`config.mk`:
```
export PLATFORM = sky130hd
export DESIGN_NAME = world_step_scheduler_flat
export DESIGN_NICKNAME = d
export VERILOG_FILES = /design/src/rtl/world_pkg.sv /design/src/rtl/world_step_scheduler_if.sv /design/src/rtl/world_neighbour_calc.sv /design/src/rtl/world_step_scheduler.sv /design/src/flat_wrapper.sv
export SDC_FILE = /design/constraint.sdc
export NUM_CORES = 1
export LEC_CHECK = 0
export CELL_PAD_IN_SITES_DETAIL_PLACEMENT = 1
export CELL_PAD_IN_SITES_GLOBAL_PLACEMENT = 2
export CORE_MARGIN = 2
export CORE_UTILIZATION = 25
export DETAILED_ROUTE_END_ITERATION = 8
export PLACE_DENSITY_LB_ADDON = 0.1
export SYNTH_ARGS = -nofsm -noshare
export SYNTH_HDL_FRONTEND = slang
export SYNTH_SLANG_ARGS = --single-unit
```
`constraint.sdc`:
```
create_clock -name clock -period 3.6 [get_ports clock]
set_input_delay 0.54 -clock clock [delete_from_list [all_inputs] [get_ports clock]]
set_output_delay 0.54 -clock clock [all_outputs]
set_load 0.01 [all_outputs]
```
`src/rtl/world_pkg.sv`:
```
// Shared types, constants and helpers for the robot world: cell codes,
// orientations, map addressing and the left-rotate rule.
package world_pkg;

    localparam int unsigned DEF_ROWS = 10;
    localparam int unsigned DEF_COLS = 20;
    localparam int unsigned POS_W    = 6;
    localparam int unsigned ADDR_W   = 8;
    localparam int unsigned CELL_W   = 3;

    typedef enum logic [1:0] {
        NORTH = 2'b00,
        SOUTH = 2'b01,
        EAST  = 2'b10,
        WEST  = 2'b11
    } orient_t;

    typedef enum logic [CELL_W-1:0] {
        EMPTY   = 3'd0,
        WALL    = 3'd1,
        BARRIER = 3'd2,
        TRASH   = 3'd7
    } cell_t;

    typedef enum logic [2:0] {
        ST_IDLE,
        ST_RD_UNDER,
        ST_RD_AHEAD,
        ST_RD_LEFT,
        ST_LATCH,
        ST_STEP,
        ST_APPLY,
        ST_WAIT
    } step_state_t;

    typedef struct packed {
        logic head;
        logic left;
        logic under;
        logic barrier;
    } sensors_t;

    // Linear map address of a 1-based (row, col) cell.
    function automatic logic [ADDR_W-1:0] map_addr(input logic [POS_W-1:0] row,
                                                   input logic [POS_W-1:0] col,
                                                   input int unsigned      cols = DEF_COLS);
        return ADDR_W'(32'(row) * cols + 32'(col));
    endfunction

    function automatic orient_t left_turn(input orient_t orient);
        case (orient)
            NORTH:   return WEST;
            WEST:    return SOUTH;
            SOUTH:   return EAST;
            default: return NORTH;
        endcase
    endfunction

endpackage

```
`src/rtl/world_step_scheduler_if.sv`:
```
// Bundle between the step scheduler and the world (map RAM, robot FSM,
// control and status).
interface world_step_scheduler_if;
    import world_pkg::*;

    logic                 run;
    logic                 single_step;
    logic [POS_W-1:0]     init_row;
    logic [POS_W-1:0]     init_column;
    logic [1:0]           init_orientation;

    logic [ADDR_W-1:0]    map_rd_addr;
    logic [CELL_W-1:0]    map_rd_data;
    logic                 map_wr_en;
    logic [ADDR_W-1:0]    map_wr_addr;
    logic [CELL_W-1:0]    map_wr_data;

    logic                 head;
    logic                 left;
    logic                 under;
    logic                 barrier;
    logic                 robot_step;
    logic                 front;
    logic                 turn;
    logic                 remove;

    logic [POS_W-1:0]     robot_row;
    logic [POS_W-1:0]     robot_column;
    logic [1:0]           robot_orientation;
    logic                 busy;
    logic [15:0]          step_count;

    modport master (
        input  run, single_step, init_row, init_column, init_orientation,
               map_rd_data, front, turn, remove,
        output map_rd_addr, map_wr_en, map_wr_addr, map_wr_data,
               head, left, under, barrier, robot_step,
               robot_row, robot_column, robot_orientation, busy, step_count
    );

    modport slave (
        output run, single_step, init_row, init_column, init_orientation,
               map_rd_data, front, turn, remove,
        input  map_rd_addr, map_wr_en, map_wr_addr, map_wr_data,
               head, left, under, barrier, robot_step,
               robot_row, robot_column, robot_orientation, busy, step_count
    );

endinterface

```
`src/rtl/world_neighbour_calc.sv`:
```
// Combinational neighbourhood of a robot pose: current/ahead/left addresses,
// off-map flags for ahead/left and the position reached by moving ahead.
module world_neighbour_calc
    import world_pkg::*;
#(
    parameter int unsigned ROWS = DEF_ROWS,
    parameter int unsigned COLS = DEF_COLS
) (
    input  logic [POS_W-1:0]  i_row,
    input  logic [POS_W-1:0]  i_col,
    input  orient_t           i_orient,
    output logic [ADDR_W-1:0] o_cur_addr,
    output logic [ADDR_W-1:0] o_ahead_addr,
    output logic [ADDR_W-1:0] o_left_addr,
    output logic              o_ahead_off,
    output logic              o_left_off,
    output logic [POS_W-1:0]  o_next_row,
    output logic [POS_W-1:0]  o_next_col
);

    localparam int unsigned EXT_W = POS_W + 1;
    localparam logic [EXT_W-1:0] ROWS_L = EXT_W'(ROWS);
    localparam logic [EXT_W-1:0] COLS_L = EXT_W'(COLS);
    localparam logic [EXT_W-1:0] ONE_L  = EXT_W'(1);

    logic [EXT_W-1:0] w_row;
    logic [EXT_W-1:0] w_col;
    logic [EXT_W-1:0] w_ahead_r;
    logic [EXT_W-1:0] w_ahead_c;
    logic [EXT_W-1:0] w_left_r;
    logic [EXT_W-1:0] w_left_c;

    // One extra bit lets row/col 0 - 1 wrap far outside the map instead of aliasing.
    function automatic logic on_map(input logic [EXT_W-1:0] r, input logic [EXT_W-1:0] c);
        return (r >= ONE_L) && (r <= ROWS_L) && (c >= ONE_L) && (c <= COLS_L);
    endfunction

    assign w_row = EXT_W'(i_row);
    assign w_col = EXT_W'(i_col);

    always_comb begin
        w_ahead_r = w_row;
        w_ahead_c = w_col;
        w_left_r  = w_row;
        w_left_c  = w_col;
        case (i_orient)
            NORTH: begin w_ahead_r = w_row - ONE_L; w_left_c = w_col - ONE_L; end
            SOUTH: begin w_ahead_r = w_row + ONE_L; w_left_c = w_col + ONE_L; end
            EAST:  begin w_ahead_c = w_col + ONE_L; w_left_r = w_row - ONE_L; end
            default: begin w_ahead_c = w_col - ONE_L; w_left_r = w_row + ONE_L; end
        endcase
    end

    assign o_ahead_off  = !on_map(w_ahead_r, w_ahead_c);
    assign o_left_off   = !on_map(w_left_r, w_left_c);
    assign o_next_row   = POS_W'(w_ahead_r);
    assign o_next_col   = POS_W'(w_ahead_c);
    assign o_cur_addr   = map_addr(i_row, i_col, COLS);
    assign o_ahead_addr = map_addr(POS_W'(w_ahead_r), POS_W'(w_ahead_c), COLS);
    assign o_left_addr  = map_addr(POS_W'(w_left_r), POS_W'(w_left_c), COLS);

endmodule

```
`src/rtl/world_step_scheduler.sv`:
```
// Runs one robot step per period: reads under/ahead/left cells, latches the
// sensors, pulses robot_step, then applies the move/turn/remove response.
module world_step_scheduler
    import world_pkg::*;
#(
    parameter int unsigned ROWS         = DEF_ROWS,
    parameter int unsigned COLS         = DEF_COLS,
    parameter int unsigned STEP_DIV     = 4,
    parameter int unsigned REMOVE_STEPS = 3
) (
    input  logic                  clock,
    input  logic                  reset,
    world_step_scheduler_if.master bus
);

    localparam int unsigned WAIT_W = (STEP_DIV > 1) ? $clog2(STEP_DIV) : 1;
    localparam int unsigned RM_W   = (REMOVE_STEPS > 1) ? $clog2(REMOVE_STEPS) : 1;
    localparam logic [WAIT_W-1:0] WAIT_LAST = WAIT_W'(STEP_DIV - 1);
    localparam logic [RM_W-1:0]   RM_LAST   = RM_W'(REMOVE_STEPS - 1);

    step_state_t         r_state;
    logic [POS_W-1:0]    r_row;
    logic [POS_W-1:0]    r_col;
    orient_t             r_orient;
    logic [ADDR_W-1:0]   r_rd_addr;
    logic [CELL_W-1:0]   r_cell_under;
    logic [CELL_W-1:0]   r_cell_ahead;
    sensors_t            r_sens;
    logic                r_robot_step;
    logic                r_busy;
    logic [15:0]         r_step_count;
    logic [RM_W-1:0]     r_rm_cnt;
    logic [WAIT_W-1:0]   r_wait_cnt;

    logic [ADDR_W-1:0]   w_cur_addr;
    logic [ADDR_W-1:0]   w_ahead_addr;
    logic [ADDR_W-1:0]   w_left_addr;
    logic                w_ahead_off;
    logic                w_left_off;
    logic [POS_W-1:0]    w_next_row;
    logic [POS_W-1:0]    w_next_col;
    logic                w_move;
    logic                w_rm_hit;
    logic [ADDR_W-1:0]   w_restart_addr;

    world_neighbour_calc #(
        .ROWS (ROWS),
        .COLS (COLS)
    ) u_neighbour (
        .i_row        (r_row),
        .i_col        (r_col),
        .i_orient     (r_orient),
        .o_cur_addr   (w_cur_addr),
        .o_ahead_addr (w_ahead_addr),
        .o_left_addr  (w_left_addr),
        .o_ahead_off  (w_ahead_off),
        .o_left_off   (w_left_off),
        .o_next_row   (w_next_row),
        .o_next_col   (w_next_col)
    );

    assign w_move   = bus.front && !r_sens.head && !r_sens.barrier;
    assign w_rm_hit = (r_state == ST_APPLY) && bus.remove && (r_rm_cnt == RM_LAST);
    // Only used when there is no WAIT state: the next step starts from the post-move cell.
    assign w_restart_addr = w_move ? map_addr(w_next_row, w_next_col, COLS) : w_cur_addr;

    // The clear strobe fires in the APPLY cycle itself, so it is decoded, not registered.
    assign bus.map_wr_en   = w_rm_hit && !w_ahead_off && !reset;
    assign bus.map_wr_addr = w_ahead_addr;
    assign bus.map_wr_data = CELL_W'(EMPTY);

    always_ff @(posedge clock) begin
        if (reset) begin
            r_state      <= ST_IDLE;
            r_row        <= bus.init_row;
            r_col        <= bus.init_column;
            r_orient     <= orient_t'(bus.init_orientation);
            r_rd_addr    <= '0;
            r_cell_under <= '0;
            r_cell_ahead <= '0;
            r_sens       <= '0;
            r_robot_step <= 1'b0;
            r_busy       <= 1'b0;
            r_step_count <= '0;
            r_rm_cnt     <= '0;
            r_wait_cnt   <= '0;
        end else begin
            r_robot_step <= 1'b0;
            case (r_state)
                ST_IDLE: begin
                    if (bus.run || bus.single_step) begin
                        r_state   <= ST_RD_UNDER;
                        r_rd_addr <= w_cur_addr;
                        r_busy    <= 1'b1;
                    end
                end
                ST_RD_UNDER: begin
                    r_state <= ST_RD_AHEAD;
                    if (!w_ahead_off) r_rd_addr <= w_ahead_addr;
                end
                ST_RD_AHEAD: begin
                    r_state      <= ST_RD_LEFT;
                    r_cell_under <= bus.map_rd_data;
                    if (!w_left_off) r_rd_addr <= w_left_addr;
                end
                ST_RD_LEFT: begin
                    r_state      <= ST_LATCH;
                    r_cell_ahead <= bus.map_rd_data;
                end
                ST_LATCH: begin
                    r_state        <= ST_STEP;
                    r_sens.head    <= w_ahead_off || (r_cell_ahead == WALL);
                    r_sens.left    <= w_left_off || (bus.map_rd_data == WALL);
                    r_sens.under   <= (r_cell_under == TRASH);
                    r_sens.barrier <= !w_ahead_off && (r_cell_ahead == BARRIER);
                    r_robot_step   <= 1'b1;
                end
                ST_STEP: begin
                    r_state <= ST_APPLY;
                end
                ST_APPLY: begin
                    r_step_count <= r_step_count + 16'd1;
                    if (bus.front) begin
                        if (w_move) begin
                            r_row <= w_next_row;
                            r_col <= w_next_col;
                        end
                    end else if (bus.turn) begin
                        r_orient <= left_turn(r_orient);
                    end
                    if (!bus.remove || (r_rm_cnt == RM_LAST)) r_rm_cnt <= '0;
                    else                                       r_rm_cnt <= r_rm_cnt + RM_W'(1);
                    r_wait_cnt <= '0;
                    if (STEP_DIV > 0) begin
                        r_state <= ST_WAIT;
                    end else if (bus.run) begin
                        r_state   <= ST_RD_UNDER;
                        r_rd_addr <= w_restart_addr;
                    end else begin
                        r_state <= ST_IDLE;
                        r_busy  <= 1'b0;
                    end
                end
                ST_WAIT: begin
                    if (r_wait_cnt == WAIT_LAST) begin
                        if (bus.run) begin
                            r_state   <= ST_RD_UNDER;
                            r_rd_addr <= w_cur_addr;
                        end else begin
                            r_state <= ST_IDLE;
                            r_busy  <= 1'b0;
                        end
                    end else begin
                        r_wait_cnt <= r_wait_cnt + WAIT_W'(1);
                    end
                end
                default: begin
                    r_state <= ST_IDLE;
                    r_busy  <= 1'b0;
                end
            endcase
        end
    end

    assign bus.map_rd_addr       = r_rd_addr;
    assign bus.head              = r_sens.head;
    assign bus.left              = r_sens.left;
    assign bus.under             = r_sens.under;
    assign bus.barrier           = r_sens.barrier;
    assign bus.robot_step        = r_robot_step;
    assign bus.robot_row         = r_row;
    assign bus.robot_column      = r_col;
    assign bus.robot_orientation = r_orient;
    assign bus.busy              = r_busy;
    assign bus.step_count        = r_step_count;

endmodule

```
`src/flat_wrapper.sv`:
```
// flat-port wrapper written by rule: the top's interface ports become plain ports
module world_step_scheduler_flat import world_pkg::*;
#(
    parameter int unsigned ROWS         = DEF_ROWS,
    parameter int unsigned COLS         = DEF_COLS,
    parameter int unsigned STEP_DIV     = 4,
    parameter int unsigned REMOVE_STEPS = 3
)
  (clock, reset, bus_run, bus_single_step, bus_init_row, bus_init_column, bus_init_orientation, bus_map_rd_data, bus_front, bus_turn, bus_remove, bus_map_rd_addr, bus_map_wr_en, bus_map_wr_addr, bus_map_wr_data, bus_head, bus_left, bus_under, bus_barrier, bus_robot_step, bus_robot_row, bus_robot_column, bus_robot_orientation, bus_busy, bus_step_count);
  world_step_scheduler_if bus_i ();
  input  logic clock;
  input  logic reset;
  input wire logic [$bits(bus_i.run)-1:0] bus_run;
  input wire logic [$bits(bus_i.single_step)-1:0] bus_single_step;
  input wire logic [$bits(bus_i.init_row)-1:0] bus_init_row;
  input wire logic [$bits(bus_i.init_column)-1:0] bus_init_column;
  input wire logic [$bits(bus_i.init_orientation)-1:0] bus_init_orientation;
  input wire logic [$bits(bus_i.map_rd_data)-1:0] bus_map_rd_data;
  input wire logic [$bits(bus_i.front)-1:0] bus_front;
  input wire logic [$bits(bus_i.turn)-1:0] bus_turn;
  input wire logic [$bits(bus_i.remove)-1:0] bus_remove;
  output wire logic [$bits(bus_i.map_rd_addr)-1:0] bus_map_rd_addr;
  output wire logic [$bits(bus_i.map_wr_en)-1:0] bus_map_wr_en;
  output wire logic [$bits(bus_i.map_wr_addr)-1:0] bus_map_wr_addr;
  output wire logic [$bits(bus_i.map_wr_data)-1:0] bus_map_wr_data;
  output wire logic [$bits(bus_i.head)-1:0] bus_head;
  output wire logic [$bits(bus_i.left)-1:0] bus_left;
  output wire logic [$bits(bus_i.under)-1:0] bus_under;
  output wire logic [$bits(bus_i.barrier)-1:0] bus_barrier;
  output wire logic [$bits(bus_i.robot_step)-1:0] bus_robot_step;
  output wire logic [$bits(bus_i.robot_row)-1:0] bus_robot_row;
  output wire logic [$bits(bus_i.robot_column)-1:0] bus_robot_column;
  output wire logic [$bits(bus_i.robot_orientation)-1:0] bus_robot_orientation;
  output wire logic [$bits(bus_i.busy)-1:0] bus_busy;
  output wire logic [$bits(bus_i.step_count)-1:0] bus_step_count;
  assign bus_i.run = bus_run;
  assign bus_i.single_step = bus_single_step;
  assign bus_i.init_row = bus_init_row;
  assign bus_i.init_column = bus_init_column;
  assign bus_i.init_orientation = bus_init_orientation;
  assign bus_i.map_rd_data = bus_map_rd_data;
  assign bus_i.front = bus_front;
  assign bus_i.turn = bus_turn;
  assign bus_i.remove = bus_remove;
  assign bus_map_rd_addr = bus_i.map_rd_addr;
  assign bus_map_wr_en = bus_i.map_wr_en;
  assign bus_map_wr_addr = bus_i.map_wr_addr;
  assign bus_map_wr_data = bus_i.map_wr_data;
  assign bus_head = bus_i.head;
  assign bus_left = bus_i.left;
  assign bus_under = bus_i.under;
  assign bus_barrier = bus_i.barrier;
  assign bus_robot_step = bus_i.robot_step;
  assign bus_robot_row = bus_i.robot_row;
  assign bus_robot_column = bus_i.robot_column;
  assign bus_robot_orientation = bus_i.robot_orientation;
  assign bus_busy = bus_i.busy;
  assign bus_step_count = bus_i.step_count;
  world_step_scheduler #(.ROWS(ROWS), .COLS(COLS), .STEP_DIV(STEP_DIV), .REMOVE_STEPS(REMOVE_STEPS)) u_core (.clock(clock), .reset(reset), .bus(bus_i));
endmodule
```
Word-level counts from Yosys, hierarchy flattened
Cells that the tools add are included.

Bits in read-only memories: 0. Bits in registers: 57. RAM bits: 0. Word-level logic and storage cells: 135. Memories: 0. Bits in latches: 0.

Multiply operators: 3. Equal/unequal tests: 24. Muxes and demuxes: 35. $add $sub $neg: 10. Reductions and logical operators: 39. Div/mod/pow operators: 0. Shifts and indexed selects: 0. Bitwise operators: 0. Order comparisons: 8.

Operators with widths (number): $pmux 7 s2 (4); $mux 6 (8); $mux 8 (5); $pmux 8 s4 (1); $ge 7x1->1 const B (4); $add 8x6->8 (3); $pmux 3 s8 (1); $mul 6x3->6 const B (3); $add 16x1->16 const B (1); $eq 3x3->1 const B (5); $add 6x1->7 const B (2); $le 7x4->1 const B (2); $le 7x5->1 const B (2); $sub 6x1->7 const B (2); $logic_and 1x1->1 (13); $mux 2 (6); $reduce_bool 2->1 (6); $eq 3x1->1 const B (3); $eq 3x2->1 const B (3); $eq 2x2->1 const B (4); $ne 2x1->1 const B (4); $ne 2x2->1 const B (4); $logic_not 1->1 (6); $mux 3 (2); other kinds (15) (25).

Longest topological paths before layout
Gate-level depths: netlist (run 1).

Word-level depth: 9. Gate-level depth with buffers: 17.

Cells and area by module
From an unflattened synthesis (run 1), not the netlist that was laid out.

Cell total of the unflattened synthesis: 504. Area, all modules: 4493.1 sq um.

Modules (own cells, without submodules): world_step_scheduler (times used 1, cells each 289, area an instance 2832.7 sq um, seq. area each 1281.2 sq um); world_neighbour_calc (times used 1, cells each 215, area an instance 1660.3 sq um, seq. area each 0.0 sq um).

Worst setup path before layout (run 1)
OpenSTA, ideal clock, no wires.

Path type: reg2out. From: reg u_core.r_orient[1] (netlist: u_core.bus.robot_orientation[1]). To: out bus_map_wr_addr[7]. Path buffers: 3. Data required time: 3060 ps. Setup slack: -487 ps. Data arrival time: 3547 ps. Cell stages (with the launch flop): 16. Cells stage by stage: edfxtp_1 -> buf_4 -> inv_1 -> ha_1 -> buf_2 -> buf_2 -> nor2b_1 -> a221oi_1 -> inv_1 -> ha_1 -> ha_1 -> fa_1 -> nand2_1 -> o21ai_0 -> xnor2_1 -> xnor2_1.

Word-level cells in the longest chain between the ends: 4.

RTL lines: start: declaration (RTL line world_step_scheduler.sv:24) `orient_t r_orient;`; start signal: assignment (RTL line world_step_scheduler.sv:77) `r_orient <= orient_t'(bus.init_orientation);`; start signal: assignment (RTL line world_step_scheduler.sv:129) `r_orient <= left_turn(r_orient);`; $eq 2x1->1 / $logic_not 2->1 (equally long branches) (RTL line world_neighbour_calc.sv:46) `case (i_orient)`; $pmux 7 s2 / $reduce_or 2->1 (equally long branches); $mul 6x3->6 / $pmux 7 s2 (equally long branches); $add 8x6->8 *; end: declaration (RTL line flat_wrapper.sv:24) `output wire logic [$bits(bus_i.map_wr_addr)-1:0] bus_map_wr_addr;`.

Every way passes the cells marked *; elsewhere a longest branch is shown, timed or not.

Worst setup path after layout (run 1)
From: reg u_core.r_orient[0] (netlist: u_core.bus.robot_orientation[0]). To: out bus_map_wr_addr[7].

The elaborated chain is that of the path after synthesis.

==> reports/metrics.cfg, run 1 <==
[power_and_ir_drop]
powerDensity_nw_per_um2=553
irDropWorstVdd_v=0.000244
cellLeakagePower_uw=0.00310

[clock_network]
numClockSinks=57
clk_latency_ns=0.34
cts_tree=yes
path_clk_slew_ns=0.06
postCtsHoldBufs=0
clockBufferDepth=2
root_buffer=clkbuf_16
htreeDepth=3
cts-buffers-inserted=9

[route]
dr.pass1.iters=4
first_iter_violations=201
routed_wl_um=19500
antenna_left=0
avgRoutedWirePerCell_um=19.5
drc=0
viasPerCell=4.97
vias=4975

[layout]
insertedDiodeCount=0
drive_gt1_share_pct=32.8
final_common_cell=buf_4
syn_to_final_growth_pct=58.6
post-route-util_pct=40.2
layout.nets=833
final_cell_mix=buf_4, clkdlybuf4s50_1, nand2_1, nor2_1, dfxtp_1

[placed_design]
dp_worst_setup_slack_ns=-0.520
dp_hpwl_um=14600
io_buffers=76
place_congestion=0.824

[worst_setup_path]
timing.rr.start=u_core.bus.robot_orientation[1]
worstSetupPathType=register to primary output
end_kind=primary output
start_kind=register
r2r_slack_ns=-0.23
required_ns=3.06
reg2reg_to=u_core.bus.map_rd_addr[7]
path_max_fanout=6
reg2regPathDepth=18
arrival_ns=3.34

[flow_run]
drv_cap=0

[floorplanning]
die_y_um=141
start_util_pct=25.4
std_cell_rows=50
num_io_pins=80
fp.coreArea_um2=18600
die_area_um2=20000
die_x_um=141

[sta]
final_hold_viol_count=0
fin_crit_sh_pct=108
period_needed_ns=3.88
rsz0062_at_grt=true
skew_ns=0.0109
fmax_mhz=258
setup_slack_ns=-0.282
setup_viol=4
drv_slew=0
worst_pin_slew_ns=0.763
hold-worst-slack_ns=0.464
max_slew_margin_pct=49.1
tns_ns=-0.786

[global_route]
grt_use_total_pct=19.8
grt_start_max_net_pins=66
first_global_vias=5344
grt_overflow=0
antenna_found_initial=0
grt_pass1_wl_um=30100

[synthesis]
synth_edf_count=14
synthDistinctLibCells=67
yosysSeqAreaShare_pct=27.2
synth_seq_cells=57
synth-async-reset-ratio_pct=0
yosys_warnings=0
syn_inst=568
avgSynthCellArea_um2=8.30
syn_area_um2=4710
synth_ff_type=dfxtp_1

[run_status]
status=finished, violations left
violations=negative setup slack

[hold_path]
hp-class=register to register
min_from=u_core.r_cell_under[2]
hold_depth=2
min_to=u_core.r_cell_under[2]

worst max-delay path, cell delays in order (launching register included):
cell and delay, ns:
edfxtp_1 0.43, buf_4 0.17, ha_4 0.18, buf_4 0.16, buf_4 0.14, a221o_1 0.37, ha_4 0.26, fa_2 0.61
nand2_2 0.07, o21ai_2 0.11, xnor2_1 0.15, xnor2_1 0.18, buf_2 0.18
final cells by class:
cell class,count,area [um^2]
flip-flops and latches,57,1280
clock buffers,11,264
multi-input cells,436,3580
fillers,2151,11100
repair buffers,221,1880
inverters,39,151
clock inverters,4,25.0
well taps,234,293
kinds of logic after synthesis:
kind of cell | synth area share (%)
buffers and inverters | 7.33
and+or+nand+nor | 22.0
xor gates and xnor gates | 7.99
other | 0.0796
adders and majority gates | 12.9
muxes | 3.43
DFF | 27.2
AOI/OAI and AO/OA | 19.1
flip-flops by register name, indices dropped and copies added, names as in the netlist:
signal and count:
u_core.bus.step_count 16, u_core.bus.map_rd_addr 8, u_core.bus.robot_column 6, u_core.bus.robot_row 6, u_core.r_cell_ahead 3, u_core.r_cell_under 3
u_core.r_state 3, u_core.bus.robot_orientation 2, u_core.r_rm_cnt 2, u_core.r_wait_cnt 2, u_core.bus.barrier 1, u_core.bus.busy 1
u_core.bus.head 1, u_core.bus.left 1, u_core.bus.robot_step 1, u_core.bus.under 1
synthesized netlist by cell type, drive strengths merged (7+ instances only):
cell | instances | area (um^2)
buf | 24 | 146
or3 | 7 | 43.8
nand4 | 9 | 56.3
nor3 | 8 | 45.0
nor2b | 11 | 68.8
a211oi | 8 | 65.1
xor2 | 18 | 158
a21oi | 41 | 205
and3 | 7 | 43.8
nand2b | 8 | 50.1
dfxtp | 43 | 861
a22oi | 8 | 60.1
nand3 | 16 | 80.1
edfxtp | 14 | 420
clkbuf | 14 | 52.6
nand2 | 52 | 195
o21ai | 20 | 100
a21o | 8 | 60.1
xnor2 | 25 | 219
nor2 | 51 | 199
ha | 39 | 488
inv | 39 | 146
mux2 | 9 | 101
through the flow:
step,power [uW],area (um^2),cells
finish,4130,7470,1002
global route,4390,7470,1002
CTS,4070,7300,995
detailed placement,3000,6470,952
global placement,2970,6470,952
floorplan,2010,4820,570
repair_timing:
action	in CTS	in global routing
setup buffers	28	7
endpoints found under the setup margin	7	6
gates resized for setup	80	34
pin swaps	33	16
gates cloned	0	0
report_power, final:
group	internal, uW	switching, uW
combinational	1210	1240
sequential	744	74.3
clock	522	343
worst max-delay path by stage:
stage          cells past startpoint  slack [ns]                       startpoint                 end
2_1_floorplan                     15       -0.04  u_core.bus.robot_orientation[1]  bus_map_wr_addr[7]
3_3_place_gp                      13       -0.41          u_core.bus.robot_row[1]       bus_map_wr_en
3_5_place_dp                      13       -0.52  u_core.bus.robot_orientation[1]  bus_map_wr_addr[7]
4_1_cts                           12       -0.26          u_core.bus.robot_row[0]  bus_map_wr_addr[7]
5_1_grt                           13       -0.41          u_core.bus.robot_row[0]  bus_map_wr_addr[7]
6_report                          12       -0.28  u_core.bus.robot_orientation[0]  bus_map_wr_addr[7]
metal layers:
metal | vias to the layer above | global-route usage, % | part of all wire, %
met1 | 2471 | 23.5 | 42
li1 | 2393 | - | -
met5 | - | 0 | 0
met2 | 90 | 36.3 | 52
met4 | 0 | 5.05 | 1.6
met3 | 21 | 3.91 | 4.1
Note: power is estimated with default switching activity, not from simulation.
==> run 2: changes to the inputs <==
ABC_CLOCK_PERIOD_IN_PS = 3600   (was default)
==> results of run 2 <==
Final layout, timing and power as in run 1 (identical DEF).
==> run 3: changes to the inputs <==
ABC_CLOCK_PERIOD_IN_PS = default   (was 3600)
==> results of run 3 <==
Final layout, timing and power as in run 1 (identical DEF).
